`src/rtl/wshb_arbiter.sv`:
```
// Two-requester Wishbone arbiter in front of one shared SDRAM slave. It also has
// a stall watchdog that answers err when the slave never acknowledges a strobe.
module wshb_arbiter #(
    parameter int PRIO0   = 0,
    parameter int TIMEOUT = 1024
) (
    input  logic        sys_clk,
    input  logic        sys_rst_n,
    input  logic        s0_cyc,
    input  logic        s0_stb,
    input  logic        s0_we,
    input  logic [31:0] s0_adr,
    input  logic [31:0] s0_dat_ms,
    input  logic [3:0]  s0_sel,
    input  logic [2:0]  s0_cti,
    input  logic [1:0]  s0_bte,
    output logic        s0_ack,
    output logic        s0_err,
    output logic        s0_rty,
    output logic [31:0] s0_dat_sm,
    input  logic        s1_cyc,
    input  logic        s1_stb,
    input  logic        s1_we,
    input  logic [31:0] s1_adr,
    input  logic [31:0] s1_dat_ms,
    input  logic [3:0]  s1_sel,
    input  logic [2:0]  s1_cti,
    input  logic [1:0]  s1_bte,
    output logic        s1_ack,
    output logic        s1_err,
    output logic        s1_rty,
    output logic [31:0] s1_dat_sm,
    output logic        m_cyc,
    output logic        m_stb,
    output logic        m_we,
    output logic [31:0] m_adr,
    output logic [31:0] m_dat_ms,
    output logic [3:0]  m_sel,
    output logic [2:0]  m_cti,
    output logic [1:0]  m_bte,
    input  logic        m_ack,
    input  logic        m_err,
    input  logic        m_rty,
    input  logic [31:0] m_dat_sm,
    output logic [1:0]  grant
);

    // Wishbone classic handshake: cyc frames a requester's whole bus tenure, and a
    // transfer completes in any cycle where stb and ack (or err) are both high.
    // Ownership follows cyc only. Terminations pass through combinationally.
    typedef enum logic [1:0] {IDLE = 2'b00, OWN0 = 2'b01, OWN1 = 2'b10} state_t;

    localparam logic [15:0] STALL_LAST = 16'(TIMEOUT - 1);

    state_t      state;
    logic        last_served;
    logic        run;
    logic [15:0] stall_cnt;
    logic        own0;
    logic        own1;
    logic        sel_cyc;
    logic        sel_stb;
    logic        timeout;
    logic        stall_inc;

    assign own0      = (state == OWN0);
    assign own1      = (state == OWN1);
    assign sel_cyc   = (own0 & s0_cyc) | (own1 & s1_cyc);
    assign sel_stb   = (own0 & s0_stb) | (own1 & s1_stb);
    assign timeout   = sel_stb & ~m_ack & (stall_cnt == STALL_LAST);
    assign stall_inc = sel_cyc & sel_stb & ~m_ack & ~m_err & ~timeout;
    assign grant     = state;

    always_comb begin
        m_cyc    = 1'b0;
        m_stb    = 1'b0;
        m_we     = 1'b0;
        m_adr    = '0;
        m_dat_ms = '0;
        m_sel    = '0;
        m_cti    = '0;
        m_bte    = '0;
        if (own0) begin
            m_cyc    = s0_cyc;
            m_stb    = s0_stb & ~timeout;
            m_we     = s0_we;
            m_adr    = s0_adr;
            m_dat_ms = s0_dat_ms;
            m_sel    = s0_sel;
            m_cti    = s0_cti;
            m_bte    = s0_bte;
        end else if (own1) begin
            m_cyc    = s1_cyc;
            m_stb    = s1_stb & ~timeout;
            m_we     = s1_we;
            m_adr    = s1_adr;
            m_dat_ms = s1_dat_ms;
            m_sel    = s1_sel;
            m_cti    = s1_cti;
            m_bte    = s1_bte;
        end
    end

    // The non-owner sees a silent bus, so its stalled strobe can wait forever.
    assign s0_ack    = own0 & m_ack;
    assign s0_err    = own0 & (m_err | timeout);
    assign s0_rty    = own0 & m_rty;
    assign s0_dat_sm = own0 ? m_dat_sm : '0;
    assign s1_ack    = own1 & m_ack;
    assign s1_err    = own1 & (m_err | timeout);
    assign s1_rty    = own1 & m_rty;
    assign s1_dat_sm = own1 ? m_dat_sm : '0;

    // run holds off the first grant until one clean edge after reset is released.
    always_ff @(posedge sys_clk or negedge sys_rst_n) begin
        if (!sys_rst_n) begin
            state       <= IDLE;
            last_served <= 1'b1;
            run         <= 1'b0;
            stall_cnt   <= '0;
        end else begin
            run       <= 1'b1;
            stall_cnt <= stall_inc ? stall_cnt + 16'd1 : '0;
            case (state)
                IDLE: begin
                    if (run) begin
                        if (s0_cyc && (!s1_cyc || PRIO0 != 0 || last_served)) begin
                            state       <= OWN0;
                            last_served <= 1'b0;
                        end else if (s1_cyc) begin
                            state       <= OWN1;
                            last_served <= 1'b1;
                        end
                    end
                end
                OWN0:    if (!s0_cyc) state <= IDLE;
                OWN1:    if (!s1_cyc) state <= IDLE;
                default: state <= IDLE;
            endcase
        end
    end

endmodule
```
`config.mk`:
```
export PLATFORM = sky130hd
export DESIGN_NAME = wshb_arbiter
export DESIGN_NICKNAME = d
export VERILOG_FILES = /design/src/rtl/wshb_arbiter.sv
export SDC_FILE = /design/constraint.sdc
export NUM_CORES = 1
export LEC_CHECK = 0
export CAP_MARGIN = 20
export CORE_AREA = 2 2 131 133
export DETAILED_ROUTE_END_ITERATION = 12
export DIE_AREA = 0 0 133 135
export GPL_ROUTABILITY_DRIVEN = 0
export GPL_TIMING_DRIVEN = 0
export SYNTH_ARGS = -nofsm -noshare
export SYNTH_HDL_FRONTEND = slang
export SYNTH_SLANG_ARGS = --single-unit
```
`constraint.sdc`:
```
create_clock -name sys_clk -period 2.2 [get_ports sys_clk]
set_clock_uncertainty 0.1 [all_clocks]
set_input_delay 0.22 -clock sys_clk [delete_from_list [all_inputs] [get_ports sys_clk]]
set_output_delay 0.22 -clock sys_clk [all_outputs]
set_load 0.01 [all_outputs]
```
* Yosys cells after proc, flatten, opt, wreduce, memory -nomap -nowiden *
Index checks and enable logic that the tools add are counted.

word-level totals
  register bits after elaboration = 20
  input bits = 189
  word-level logic and storage cells = 70

operators by class
  muxes and demuxes = 27
  reductions and logical operators = 7
  bitwise logic cells = 24
  equality and inequality tests = 7
  add/sub/neg operators = 1

operator list
  cell                   number
  $mux 32                6
  $and 1x1->1            18
  $add 16x1->16 const B  1
  $eq 16x10->1 const B   1
  $mux 16                1
  $mux 2                 7
  $mux 1                 8
  $mux 4                 2
  $mux 3                 2
  $ne 2x2->1 const B     3
  $pmux 2 s3             1
  $reduce_and 4->1       1
  $ne 3x3->1 const B     1
  $not 1->1              3
  $or 1x1->1             3
  $reduce_and 3->1       1
  $eq 2x1->1 const B     1
  $eq 2x2->1 const B     1
  $logic_not 2->1        1
  $reduce_bool 2->1      1
  $logic_and 1x1->1      1
  $logic_not 1->1        1
  $logic_or 1x1->1       1

* Depth between registers and ports, before layout *
Gate-level depths: netlist of the first run.

  depth in word-level cells = 9
  mapped depth = 7
  mapped depth without buffers = 5

* Least setup slack after synthesis of the first run *
No wires, ideal clock.

  path kind = flip-flop to flip-flop
  start = register stall_cnt[0]
  end = register stall_cnt[11]
  data required time = 2029 ps
  stages on the path, launching flop included = 8
  slack = 313 ps
  clock period less this slack = 1887 ps
  buffers on the path = 2
  data arrival time = 1716 ps
  cells stage by stage = dfrtp_1 > ha_1 > nand3_1 > nor4_4 > or4b_1 > buf_6 > buf_8 > nor2_1

between the ends
  cells in the longest elaborated chain, start to end = 5
  elaborated cells on any way between the ends = 6
  those cells by class = 1 x add/sub; 1 x eq/ne; 1 x mux; 3 x bitwise

RTL lines
  item                                                   line  text
  start, declared                                        58    logic [15:0] stall_cnt;
  start signal, assigned                                 123   stall_cnt <= stall_inc ? stall_cnt + 16'd1 : '0;
  branches (longest 4 deep; another with $add 16x1->16)  -
  $mux 16 *                                              123

Mark *: on every way between the ends.
A chain may end at the register's enable or synchronous reset.

* Worst setup path after layout of the first run *
  start = register stall_cnt[14]
  end = output s0_err

between the ends
  cells in the longest elaborated chain, start to end = 4

RTL lines
  item           line  text
  $eq 16x10->1   70    assign timeout = sel_stb & ~m_ack & (stall_cnt == STALL_LAST);
  $and 1x1->1    70
  $or 1x1->1     106   assign s0_err = own0 & (m_err | timeout);
  $and 1x1->1    106
  end, declared  18    output logic s0_err,

No other way between the ends.

==> results of run 1 <==
routing by layer:
layer / up-vias / routed length [um]
met5: - / 0
li1: 1687 / -
met3: 12 / 1261
met2: 178 / 8436
met4: 0 / 232
met1: 1678 / 6271
metrics by stage:
step / std cells / setup TNS [ns] / cell area (um2) / setup slack [ns] / power, mW
2_1_floorplan: 270 / 0 / 2210 / 0.3128 / 1.016
3_3_place_gp: 826 / -79.10 / 5848 / -0.8402 / 2.120
3_5_place_dp: 826 / -83.11 / 5848 / -0.8910 / 2.135
4_1_cts: 839 / -0.02914 / 6007 / -0.02914 / 2.453
5_1_grt: 842 / -0.1020 / 6051 / -0.09699 / 2.578
6_report: 842 / -0.003888 / 6051 / -0.003888 / 2.436
registers in the layout, summed over array words and instances, names as in the netlist:
signal and cells:
run 1, grant 2, stall_cnt 16, last_served 1
worst min path at each step:
stage                             from  cells after the start           end
final                     stall_cnt[0]                      1  stall_cnt[0]
after global routing      stall_cnt[0]                      1  stall_cnt[0]
after CTS                 stall_cnt[0]                      1  stall_cnt[0]
after detailed placement  stall_cnt[0]                      1  stall_cnt[0]
after global placement    stall_cnt[0]                      1  stall_cnt[0]
after floorplan              sys_rst_n                      0      grant[0]
synthesized netlist by cell type (all sizes together) (3+ instances only):
master / count
buf: 7
clkbuf: 19
nand4: 4
nor4: 6
nor2b: 5
and2: 68
nand3: 4
nor2: 19
a22o: 75
nand2: 6
a21oi: 4
a31oi: 3
dfrtp: 19
xnor2: 11
xor2: 3
area by class of cell:
class / count / area (um2)
repair buffers: 346 / 3306
plain buffers: 26 / 267.8
multi-input cells: 222 / 1597
fillers: 1699 / 10360
flip-flops and latches: 20 / 504.2
diodes: 2 / 5.005
inverters: 2 / 7.507
well taps: 220 / 275.3
clock buffers: 4 / 88.84
cells by family after synthesis:
logic type,Yosys count,share of synthesized area
AO/OA/AOI/OAI,83,0.3182
flip-flops,20,0.2271
buffers and inverters,28,0.05776
XOR/XNOR,14,0.05549
adder cells (fa/ha/maj),1,0.005662
other,1,0.001697
AND/OR/NAND/NOR,123,0.3341
power by group:
group / switching (mW) / internal (mW) / total [mW]
Sequential: 0.0150 / 0.391 / 0.406
Combinational: 0.687 / 0.939 / 1.63
Clock: 0.128 / 0.277 / 0.405
timing repair:
item,in CTS,in global routing
gates resized for setup,205,34
endpoints found under the setup margin,145,28
buffers inserted,9,0
gates cloned,0,1
pin swaps,3,2
==> reports/qor.json, run 1 <==
{
  "post-route-min-period": {"value": 2.204, "unit": "ns"},
  "ys_warnings": {"value": 0},
  "cp_num_cells": {"value": 6},
  "timing.final.ws_setup": {"value": -0.003888, "unit": "ns"},
  "syn-mean-instance-area": {"value": 8.184, "unit": "um2"},
  "clock_tree.buffer_depth": {"value": 2},
  "worstHoldPathType": {"value": "flip-flop to flip-flop"},
  "part_of_the_yosys_area_used_for_sequential_elements": {"value": 0.2271},
  "dp_hpwl": {"value": 13.70, "unit": "mm"},
  "grt_util_met2": {"value": 0.3017},
  "slew_at_the_pin_closest_to_its_max_slew_limit": {"value": 0.8828, "unit": "ns"},
  "ys.flop_type": {"value": "sky130_fd_sc_hd__dfrtp_1"},
  "vias_cell": {"value": 4.222},
  "synth.distinct_cells": {"value": 34},
  "cts_sinks": {"value": 20},
  "ys_seq_elements": {"value": 20},
  "grt_pass1_wl": {"value": 22.59, "unit": "mm"},
  "crit_fanout": {"value": 3},
  "globalRoute.busiestLayer": {"value": "met2"},
  "crit-reg2reg-launch": {"value": "grant[1]"},
  "die-width": {"value": 133, "unit": "um"},
  "postSynthCellCount": {"value": 270},
  "number_of_antenna_violations_at_the_first_check_in_global_routing": {"value": 2},
  "final_core_util": {"value": 0.3688},
  "achievable-frequency": {"value": 453.7, "unit": "MHz"},
  "total_of_buffers_placed_on_input_and_output_ports": {"value": 336},
  "route.final.wire_length": {"value": 16.20, "unit": "mm"},
  "cts_inserted_buffers": {"value": 3},
  "dr.first_iter.drc_count": {"value": 131},
  "r2r_cells": {"value": 7},
  "layout.nets": {"value": 811},
  "fp.dieH": {"value": 135, "unit": "um"},
  "placement_rows": {"value": 47},
  "async_reset_ff_frac": {"value": 1.000},
  "cts_hold_buffers": {"value": 0},
  "final_layout_size_suffix_gt1_frac": {"value": 0.09355},
  "wl_per_cell": {"value": 19.24, "unit": "um"},
  "timing.final.crit_share": {"value": 1.002},
  "cts.htree.levels": {"value": 1},
  "setup_repair_after_global_routing_missed_its_margin": {"value": "yes"},
  "core_area": {"value": 0.01641, "unit": "mm2"},
  "cts_tree": {"value": "done"},
  "clock_latency": {"value": 0.25, "unit": "ns"},
  "finalMaxSlewViolations": {"value": 0},
  "result_of_the_run": {"value": "complete, but fails checks"},
  "worstPathCellList": {"value": "or4bb_1, nor4_4, buf_4, a31oi_1, nor2b_1, buf_2"},
  "worstSetupStartpointType": {"value": "flip-flop"},
  "synthDominantAreaCellType": {"value": "sky130_fd_sc_hd__a22o_1"},
  "violations": {"value": "setup timing"},
  "setup_viol_count_final": {"value": 1},
  "flow.area_growth_from_synthesis": {"value": 173.8, "unit": "%"},
  "routed-via-count": {"value": 3555},
  "most_common_cell_after_layout_fill_and_taps_aside": {"value": "sky130_fd_sc_hd__clkdlybuf4s50_1"},
  "mostFrequentLayoutCells": {"value": "195 x sky130_fd_sc_hd__clkdlybuf4s50_1, 115 x sky130_fd_sc_hd__dlygate4sd2_1, 75 x sky130_fd_sc_hd__a22o_1, 68 x sky130_fd_sc_hd__and2_1, 19 x sky130_fd_sc_hd__nor2_1"},
  "global_route.usage.total": {"value": 0.1646},
  "synth-edff-count": {"value": 0},
  "globalRoute.totalOverflow": {"value": 0},
  "antenna_left": {"value": 0},
  "design.portCount": {"value": 337},
  "slew_headroom": {"value": 0.4096},
  "drt_pre_antenna_iters": {"value": 4},
  "first_global_vias": {"value": 3635},
  "start_util": {"value": 0.1347},
  "critical_path.max_stage_delay": {"value": 0.54, "unit": "ns"},
  "drt_drc_violations_left": {"value": 0},
  "yosys.area.top_type_share": {"value": 0.2973},
  "critPathLaunch": {"value": "stall_cnt[14]"},
  "grt.met1_usage": {"value": 0.1951},
  "power.leakage": {"value": 2.954, "unit": "nW"},
  "area_enclosed_by_the_die_boundary": {"value": 0.01796, "unit": "mm2"},
  "cp.required": {"value": 1.88, "unit": "ns"},
  "grt_util_met3": {"value": 0.04242},
  "grt_max_degree": {"value": 21},
  "max_cap_viols": {"value": 0},
  "regToRegEndpoint": {"value": "stall_cnt[11]"},
  "arrival": {"value": 1.88, "unit": "ns"},
  "clock_tree.root_cell": {"value": "sky130_fd_sc_hd__clkbuf_16"},
  "power_per_cell_area": {"value": 402.5, "unit": "mW/mm2"},
  "worstSetupEndpointType": {"value": "primary output"},
  "hold_viol_final": {"value": 0},
  "irDropWorstVdd": {"value": 0.4675, "unit": "mV"},
  "timing.critical_path.to": {"value": "s0_err"},
  "syn-cell-area": {"value": 0.002210, "unit": "mm2"},
  "net_count_synth": {"value": 460},
  "synth.area.top_cells": {"value": "sky130_fd_sc_hd__a22o_1 30%, sky130_fd_sc_hd__dfrtp_1 22%, sky130_fd_sc_hd__and2_1 19%"},
  "r2r_slack": {"value": 0.09, "unit": "ns"},
  "path_buf_inv": {"value": 2},
  "path_class": {"value": "flip-flop to primary output"},
  "whs": {"value": 0.3609, "unit": "ns"},
  "timing.critical_path.max_delay_family": {"value": "simple AND/OR/NAND/NOR gates"},
  "clkTransAtPathRegs": {"value": 0.05, "unit": "ns"},
  "cpMaxStageDelayCell": {"value": "sky130_fd_sc_hd__or4bb_1"}
}
(Power assumes the default switching activity.)
==> run 2, diff against run 1 <==
--- a/config.mk
+++ b/config.mk
@@ -5,6 +5,7 @@
 export SDC_FILE = /design/constraint.sdc
 export NUM_CORES = 1
 export LEC_CHECK = 0
+export ABC_AREA = 1
 export CAP_MARGIN = 20
 export CORE_AREA = 2 2 131 133
 export DETAILED_ROUTE_END_ITERATION = 12
==> reports/qor.json, run 2 <==
{
  "netlist_top_cells_count": {"value": "158 x sky130_fd_sc_hd__nand3_1, 108 x sky130_fd_sc_hd__nand2_1, 92 x sky130_fd_sc_hd__nor2_1", "change": "was 75 x sky130_fd_sc_hd__a22o_1, 68 x sky130_fd_sc_hd__and2_1, 19 x sky130_fd_sc_hd__clkbuf_1, 19 x sky130_fd_sc_hd__dfrtp_1, 19 x sky130_fd_sc_hd__nor2_1"},
  "start_util": {"value": 0.1737, "change": "was 0.1347"},
  "setup_repair_after_global_routing_missed_its_margin": {"value": "yes", "change": "unchanged"},
  "power.leakage": {"value": 4.507, "unit": "nW", "change": "was 2.954 nW"},
  "worstSetupEndpointType": {"value": "primary output", "change": "unchanged"},
  "nFillCells": {"value": 1718, "change": "was 1699"},
  "fp.dieH": {"value": 135, "unit": "um", "change": "unchanged"},
  "timing.final.crit_share": {"value": 1.022, "change": "was 1.002"},
  "r2r_slack": {"value": 0.54, "unit": "ns", "change": "was 0.09 ns"},
  "first_global_vias": {"value": 4542, "change": "was 3635"},
  "synthDominantAreaCellType": {"value": "sky130_fd_sc_hd__nand3_1", "change": "was sky130_fd_sc_hd__a22o_1"},
  "clock_tree.buffer_depth": {"value": 2, "change": "unchanged"},
  "result_of_the_run": {"value": "complete, but fails checks", "change": "unchanged"},
  "crit_path_frequent_cell": {"value": "sky130_fd_sc_hd__buf_6"},
  "final.setup.tns": {"value": -0.05655, "unit": "ns", "change": "was -0.003888 ns"},
  "grt_max_degree": {"value": 21, "change": "unchanged"},
  "dr.first_iter.drc_count": {"value": 217, "change": "was 131"},
  "syn-mean-instance-area": {"value": 5.502, "unit": "um2", "change": "was 8.184 um2"},
  "timing.critical_path.max_delay_family": {"value": "buffers and inverters", "change": "was simple AND/OR/NAND/NOR gates"},
  "regMostFlops": {"value": "stall_cnt", "change": "unchanged"},
  "cts.htree.levels": {"value": 1, "change": "unchanged"},
  "path_class": {"value": "flip-flop to primary output", "change": "unchanged"},
  "synth.area.top_cells": {"value": "sky130_fd_sc_hd__nand3_1 28%, sky130_fd_sc_hd__dfrtp_1 17%, sky130_fd_sc_hd__nand2_1 14%", "change": "was sky130_fd_sc_hd__a22o_1 30%, sky130_fd_sc_hd__dfrtp_1 22%, sky130_fd_sc_hd__and2_1 19%"},
  "design.portCount": {"value": 337, "change": "unchanged"},
  "worstPathCellList": {"value": "buf_6, inv_4, buf_8, buf_6, nand3_1, nand2_1, clkdlybuf4s50_1", "change": "was or4bb_1, nor4_4, buf_4, a31oi_1, nor2b_1, buf_2"},
  "crit_fanout": {"value": 10, "change": "was 3"},
  "clock_tree.root_cell": {"value": "sky130_fd_sc_hd__clkbuf_16", "change": "unchanged"},
  "arrival": {"value": 1.93, "unit": "ns", "change": "was 1.88 ns"},
  "drt_pre_antenna_iters": {"value": 4, "change": "unchanged"},
  "slew_headroom": {"value": 0.3945, "change": "was 0.4096"},
  "cts_inserted_buffers": {"value": 3, "change": "unchanged"},
  "number_of_antenna_violations_at_the_first_check_in_global_routing": {"value": 4, "change": "was 2"},
  "ys.flop_type": {"value": "sky130_fd_sc_hd__dfrtp_1", "change": "unchanged"},
  "core_area": {"value": 0.01641, "unit": "mm2", "change": "unchanged"},
  "area_enclosed_by_the_die_boundary": {"value": 0.01796, "unit": "mm2", "change": "unchanged"},
  "wl_per_cell": {"value": 15.73, "unit": "um", "change": "was 19.24 um"},
  "path_buf_inv": {"value": 5, "change": "was 2"},
  "finalMaxSlewViolations": {"value": 0, "change": "unchanged"},
  "mostFrequentLayoutCells": {"value": "223 x sky130_fd_sc_hd__clkdlybuf4s50_1, 158 x sky130_fd_sc_hd__nand3_1, 106 x sky130_fd_sc_hd__nand2_1, 92 x sky130_fd_sc_hd__nor2_1, 81 x sky130_fd_sc_hd__dlymetal6s2s_1", "change": "was 195 x sky130_fd_sc_hd__clkdlybuf4s50_1, 115 x sky130_fd_sc_hd__dlygate4sd2_1, 75 x sky130_fd_sc_hd__a22o_1, 68 x sky130_fd_sc_hd__and2_1, 19 x sky130_fd_sc_hd__nor2_1"},
  "route.final.wire_length": {"value": 17.02, "unit": "mm", "change": "was 16.20 mm"},
  "timing.final.ws_setup": {"value": -0.04752, "unit": "ns", "change": "was -0.003888 ns"},
  "postSynthCellCount": {"value": 518, "change": "was 270"},
  "final_layout_size_suffix_gt1_frac": {"value": 0.09419, "change": "was 0.09355"},
  "placement_rows": {"value": 47, "change": "unchanged"},
  "routed-via-count": {"value": 4638, "change": "was 3555"},
  "die-width": {"value": 133, "unit": "um", "change": "unchanged"},
  "worstHoldPathType": {"value": "flip-flop to flip-flop", "change": "unchanged"},
  "worstSetupStartpointType": {"value": "flip-flop", "change": "unchanged"},
  "global_route.usage.total": {"value": 0.1740, "change": "was 0.1646"},
  "setup_viol_count_final": {"value": 4, "change": "was 1"},
  "synth_most_common_cell": {"value": "sky130_fd_sc_hd__nand3_1", "change": "was sky130_fd_sc_hd__a22o_1"},
  "synth-edff-count": {"value": 0, "change": "unchanged"},
  "async_reset_ff_frac": {"value": 1.000, "change": "unchanged"},
  "ys_seq_elements": {"value": 20, "change": "unchanged"},
  "critical_path.max_stage_delay": {"value": 0.53, "unit": "ns", "change": "was 0.54 ns"},
  "ys_warnings": {"value": 0, "change": "unchanged"},
  "grt_pass1_wl": {"value": 24.61, "unit": "mm", "change": "was 22.59 mm"},
  "flow.area_growth_from_synthesis": {"value": 145.4, "unit": "%", "change": "was 173.8%"},
  "total_of_buffers_placed_on_input_and_output_ports": {"value": 336, "change": "unchanged"},
  "dpl.cell_count": {"value": 1074, "change": "was 826"},
  "drt_drc_violations_left": {"value": 0, "change": "unchanged"},
  "vias_cell": {"value": 4.287, "change": "was 4.222"},
  "irDropWorstVdd": {"value": 0.2633, "unit": "mV", "change": "was 0.4675 mV"},
  "dp_hpwl": {"value": 14.03, "unit": "mm", "change": "was 13.70 mm"},
  "max_cap_viols": {"value": 0, "change": "unchanged"},
  "hold_viol_final": {"value": 0, "change": "unchanged"},
  "final_cell_count_no_fill": {"value": 1082, "change": "was 842"},
  "violations": {"value": "setup timing", "change": "unchanged"},
  "cts_tree": {"value": "done", "change": "unchanged"},
  "clkTransAtPathRegs": {"value": 0.06, "unit": "ns", "change": "was 0.05 ns"},
  "cp.required": {"value": 1.88, "unit": "ns", "change": "about the same"},
  "net_count_synth": {"value": 708, "change": "was 460"},
  "cts_hold_buffers": {"value": 0, "change": "unchanged"},
  "largest_reg_flops": {"value": 16, "change": "unchanged"},
  "antenna_left": {"value": 0, "change": "unchanged"},
  "slew_at_the_pin_closest_to_its_max_slew_limit": {"value": 0.9055, "unit": "ns", "change": "was 0.8828 ns"},
  "globalRoute.totalOverflow": {"value": 0, "change": "unchanged"},
  "layout.nets": {"value": 1051, "change": "was 811"},
  "cts_sinks": {"value": 20, "change": "unchanged"},
  "cpMaxStageDelayCell": {"value": "sky130_fd_sc_hd__clkdlybuf4s50_1", "change": "was sky130_fd_sc_hd__or4bb_1"},
  "clock_latency": {"value": 0.25, "unit": "ns", "change": "about the same"},
  "post-route-min-period": {"value": 2.248, "unit": "ns", "change": "was 2.204 ns"},
  "whs": {"value": 0.3571, "unit": "ns", "change": "was 0.3609 ns"},
  "most_common_cell_after_layout_fill_and_taps_aside": {"value": "sky130_fd_sc_hd__clkdlybuf4s50_1", "change": "unchanged"},
  "yosys.area.top_type_share": {"value": 0.2774, "change": "was 0.2973"},
  "power_per_cell_area": {"value": 496.5, "unit": "mW/mm2", "change": "was 402.5 mW/mm2"},
  "part_of_the_yosys_area_used_for_sequential_elements": {"value": 0.1760, "change": "was 0.2271"},
  "achievable-frequency": {"value": 444.9, "unit": "MHz", "change": "was 453.7 MHz"},
  "synth.distinct_cells": {"value": 27, "change": "was 34"},
  "syn-cell-area": {"value": 0.002850, "unit": "mm2", "change": "was 0.002210 mm2"}
}
==> run 2: final timing paths <==
| check | depth (start not counted) | start | to |
|---|---|---|---|
| max in group asynchronous | 1 | sys_rst_n | grant[1] |
| min | 1 | stall_cnt[0] | stall_cnt[0] |
| min reg2reg | 1 | stall_cnt[0] | stall_cnt[0] |
| min in group asynchronous | 1 | sys_rst_n | stall_cnt[1] |
| max | 7 | grant[0] | m_adr[9] |
| max reg2reg | 9 | stall_cnt[0] | stall_cnt[6] |
==> run 2: final cells by class <==
class	count	area, um2	area share
well taps	220	275.3	0.03935
flip-flops and latches	20	501.7	0.07172
diodes	2	5.005	0.0007154
repair buffers	338	3533	0.5051
clock buffers	4	88.84	0.01270
plain buffers	41	422.9	0.06045
multi-input cells	404	1964	0.2808
inverters	53	203.9	0.02915
==> run 2: logic make-up (layout without fill, tap and decap cells) <==
kind of cell / count (synthesis) / after routing / synth area share
and+or+nand+nor: 387 / 387 / 0.6392
DFF: 20 / 20 / 0.1760
AOI/OAI and AO/OA: 6 / 6 / 0.01141
adders and majority gates: 1 / 1 / 0.004389
xor gates and xnor gates: 9 / 9 / 0.02766
buffers and inverters: 94 / 436 / 0.1400
other: 1 / 3 / 0.001316
==> run 2: power by group <==
group / internal [mW] / switching (mW) / total, mW
Sequential: 0.391 / 0.00920 / 0.400
Combinational: 1.37 / 1.29 / 2.66
Clock: 0.277 / 0.134 / 0.411
==> run 2: what timing repair did <==
| action | in CTS | in global routing |
|---|---|---|
| setup endpoints to repair | 140 | 103 |
| gates resized for setup | 113 | 106 |
| setup buffers | 2 | 0 |
==> run 2: metal layers <==
metal / track usage / vias up / wire, um
met3: 0.05631 / 16 / 1710
met5: 0 / - / 22
met2: 0.3305 / 223 / 8643
li1: - / 2327 / -
met4: 0.02688 / 4 / 203
met1: 0.1921 / 2068 / 6437
==> run 2: worst reg2reg max path, delay by kind of cell (launching register included) <==
family,cells,cell delay [ns]
simple gates,7,0.70
flops,1,0.37
fa+ha+maj,1,0.20
buf+inv,1,0.19
==> run 2: per-stage QoR <==
stage / util / worst slack (ns) / instance area, um2 / total power, mW
6_report: 0.4264 / -0.04752 / 6995 / 3.474
2_1_floorplan: - / 0.6402 / 2850 / 1.457
4_1_cts: 0.4126 / -0.06049 / 6769 / 3.549
5_1_grt: 0.4262 / -0.1100 / 6993 / 3.711
3_3_place_gp: 0.3955 / -0.3319 / 6489 / 3.026
3_5_place_dp: 0.3955 / -0.3152 / 6489 / 3.018
